[src/rtl/pipe_hazard_ctrl.sv]
// pipe_hazard_ctrl: IF/ID and PC sequencing for load-use, mul/div, branch-flush and imem-wait hazards
module pipe_hazard_ctrl #(
  parameter int MD_LAT = 32,
  parameter int CNT_W  = 16
) (
  input  logic             clk,
  input  logic             rst_n,
  input  logic [7:0]       i_op,
  input  logic [4:0]       i_rs,
  input  logic [4:0]       i_rt,
  input  logic             i_ex_memread,
  input  logic [4:0]       i_ex_rt,
  input  logic             i_ex_br_taken,
  input  logic             i_imem_ready,
  output logic             o_pc_we,
  output logic             o_ifid_we,
  output logic             o_ifid_flush,
  output logic             o_idex_bubble,
  output logic             o_md_busy,
  output logic [1:0]       o_state,
  output logic [CNT_W-1:0] o_stall_cnt
);
  typedef enum logic [1:0] {BOOT = 2'd0, RUN = 2'd1, MDBUSY = 2'd2} state_t;
  state_t state, state_nx;
  logic [5:0] md_cnt;
  logic uses_rt, md_issue, hilo_rd, lu, md, run, md_load;
  assign uses_rt  = i_op[0] | (i_op inside {8'h08, 8'h0A, 8'h56, 8'h50, 8'h52});
  assign md_issue = i_op inside {8'h31, 8'h33, 8'h35, 8'h37};
  assign hilo_rd  = i_op inside {8'h21, 8'h25};
  assign lu = i_ex_memread & (i_ex_rt != 5'd0) & ((i_ex_rt == i_rs) | (uses_rt & (i_ex_rt == i_rt)));
  assign o_md_busy = md_cnt != 6'd0;
  assign md = o_md_busy & (hilo_rd | md_issue);
  assign run = state != BOOT;
  // a flushed or stalled issue never starts the unit
  assign md_load = run & md_issue & ~i_ex_br_taken & ~lu & ~md;
  assign o_state = state;
  always_ff @(posedge clk or negedge rst_n)
    if (!rst_n) state <= BOOT;
    else state <= state_nx;
  always_comb
    state_nx = (state == BOOT) ? RUN :
               md_load ? MDBUSY :
               (state == MDBUSY && md_cnt == 6'd1) ? RUN : state;
  always_comb
    {o_pc_we, o_ifid_we, o_ifid_flush, o_idex_bubble} =
      !run                ? 4'b0011 :
      i_ex_br_taken       ? 4'b1011 :
      (lu | md)           ? 4'b0001 :
      !i_imem_ready       ? 4'b0010 : 4'b1100;
  always_ff @(posedge clk or negedge rst_n)
    if (!rst_n) begin
      md_cnt      <= '0;
      o_stall_cnt <= '0;
    end else begin
      md_cnt      <= md_load ? 6'(MD_LAT) : md_cnt - {5'd0, o_md_busy};
      o_stall_cnt <= o_stall_cnt + CNT_W'(o_idex_bubble & run);
    end
endmodule
[config.mk]
export PLATFORM = sky130hd
export DESIGN_NAME = pipe_hazard_ctrl
export DESIGN_NICKNAME = d
export VERILOG_FILES = /design/src/rtl/pipe_hazard_ctrl.sv
export SDC_FILE = /design/constraint.sdc
export NUM_CORES = 1
export LEC_CHECK = 0
export BUFFER_PORTS_ARGS = -buffer_cell sky130_fd_sc_hd__buf_2
export CAP_MARGIN = 15
export CORE_MARGIN = 5
export CORE_UTILIZATION = 47
export DETAILED_ROUTE_END_ITERATION = 12
export GPL_ROUTABILITY_DRIVEN = 0
export PLACE_DENSITY_LB_ADDON = 0.15
export SLEW_MARGIN = 10
export SYNTH_ARGS = -nofsm -noshare
export SYNTH_HDL_FRONTEND = slang
export SYNTH_SLANG_ARGS = --single-unit
[constraint.sdc]
create_clock -name clk -period 5 [get_ports clk]
set_input_delay 0.25 -clock clk [delete_from_list [all_inputs] [get_ports clk]]
set_output_delay 0.25 -clock clk [all_outputs]
set_load 0.05 [all_outputs]
==> reports/qor.yml <==
status: "finished, final reports clean"
ys_ff_latch: 24
clockBufferDepth: 2
crit_fanout: 4
fmax_mhz: 392
ctsResizeCount: 0
synth-async-reset-ratio_pct: 100
insertion_delay_ps: 310
grt_pass1_vias: 1198
hold_class: "input port to flip-flop"
finalWirelength_um: 2970
slew_headroom_pct: 64.2
grt_max_degree: 25
die_area_sq_mm: 0.00405
numCtsBuffers: 3
ys_seq_area_share_pct: 44.4
synth_area_per_cell_sq_um: 10.2
power-per-cell-area_mw_per_mm2: 426
tns_ps: 0
die_height_um: 63.6
syn-cell-area_sq_mm: 0.00135
worst_setup_path_start_kind: "flip-flop"
holdBufCountCts: 1
grt_pass1_wl_um: 5290
ant_nets: 0
required_ps: 4750
die_w_um: 63.6
rsz0062_at_grt: "no"
clock-sinks: 24
drc_errors: 0
worst_setup_path_end_kind: "output port"
pin_count: 51
seq_area_sq_um: 601
leakage_nw: 0.816
synth.top_cells.by_area: "dfrtp_1 44%, xnor2_1 14%, xor2_1 4.5%"
critPathKind: "flip-flop to output port"
antenna_found_initial: 0
clkTransAtPathRegs_ps: 130
layout_common_cells: "50 x buf_2, 24 x dfrtp_1, 21 x xnor2_1"
wl_per_cell_um: 13.8
r2r_slack_ps: 2580
grt_usage_pct: 16.0
final_net_count: 218
slew_violations: 0
hold_viol_final: 0
timing.final.crit_share_pct: 51.0
drive_gt1_share_pct: 31.9
timing.final.ws_setup_ps: 2450
hpwl_um: 2410
setup_violations: 0
power_mw: 0.713
n_fill_cell: 263
maxCapViolCount: 0
tightest_slew_ps: 537
syn_nets: 164
ys_types: 33
post_cts_buffers: 0
core_area_sq_mm: 0.00276
area_growth_pct: 23.6
multi_input_area_sq_um: 721
antenna_cells: 0
ys_warn_count: 0
start_util_pct: 49.0
synth_edf_count: 0
root_buffer: "clkbuf_4"
clock-skew-final_ps: 5.78
synthFlopType: "dfrtp_1"
synth_top_area_cell: "dfrtp_1"
avgViaCountPerCell: 5.42
syn_inst: 132
vdd_drop_max_uv: 415
overflow: 0
dr.pass1.iters: 4
portBuffers: 50
min_period_ps: 2550
vias: 1170
yosysTopAreaCellShare_pct: 44.4
critPathArrivalTime_ps: 2300
cts_tree: "done"
htreeDepth: 1
mostFrequentLayoutCell: "buf_2"
detail_route.iter0.violations: 31
rows: 19
preCtsSetupSlack_ps: 2440
[area by class of cell]
type                    instances  share of cell area [%]
clock buffers                   4                    2.17
inverters                       4                   0.898
multi-input cells             102                    43.1
flip-flops and latches         24                    35.9
well taps                      31                    2.32
repair buffers                 51                    15.6
[stage by stage]
| stage | instances | instance area (sq um) | hold slack [ps] | util (%) |
|---|---|---|---|---|
| 3_5_place_dp | 211 | 1630 | 265 | 58.9 |
| 4_1_cts | 216 | 1670 | 405 | 60.6 |
| 6_report | 216 | 1670 | 404 | 60.6 |
| 5_1_grt | 216 | 1670 | 439 | 60.6 |
| 3_3_place_gp | 211 | 1630 | 253 | 58.9 |
| 2_1_floorplan | 132 | 1350 | -45.6 | - |
[metal layers]
layer | vias up | global-route usage (%) | wire (um)
li1 | 579 | - | -
met1 | 564 | 19.2 | 1270
met2 | 23 | 28.0 | 1540
met3 | 4 | 4.26 | 123
met4 | 0 | 4.16 | 31
met5 | - | 0 | 0
[final timing paths]
check | startpoint | to | cells past startpoint
worst max-delay path | md_cnt[3] | o_ifid_we | 6
worst min register to register | o_stall_cnt[15] | o_stall_cnt[15] | 1
worst min-delay path | i_ex_br_taken | o_stall_cnt[0] | 4
min in group asynchronous | rst_n | md_cnt[0] | 2
max in group asynchronous | rst_n | o_stall_cnt[9] | 2
worst max register to register | md_cnt[3] | o_stall_cnt[13] | 10
[cell families after synthesis]
kind of cell | after synthesis | synth area share [%]
flip-flops | 24 | 44.4
AND/OR/NAND/NOR | 59 | 26.0
AO/OA/AOI/OAI | 11 | 5.46
XOR/XNOR | 28 | 18.1
adder cells (fa/ha/maj) | 4 | 3.70
buffers and inverters | 6 | 2.31
[power by group]
part / internal [mW] / switching (mW) / total (mW)
Sequential: 0.249 / 0.0550 / 0.304
Combinational: 0.108 / 0.199 / 0.307
Clock: 0.0445 / 0.0573 / 0.102
[Yosys cell counts (3+ instances only)]
master / instances
nand4_1: 3
nand2_1: 9
and3_1: 7
a21oi_1: 3
xor2_1: 7
or3_1: 4
inv_1: 4
ha_1: 4
nor2_1: 6
nor3_1: 8
nand3_1: 8
xnor2_1: 21
dfrtp_1: 24
[worst max-delay path: stages (launching register included)]
cell and delay, ps:
dfrtp_1 420, or3_1 430, nor4_2 270, nor3_1 170, nor3_1 260, and3_1 180
buf_2 260
[state kept, by name (all words and copies together), names as in the netlist]
signal	count
o_state	2
o_stall_cnt	16
md_cnt	6
(Power assumes the default switching activity.)
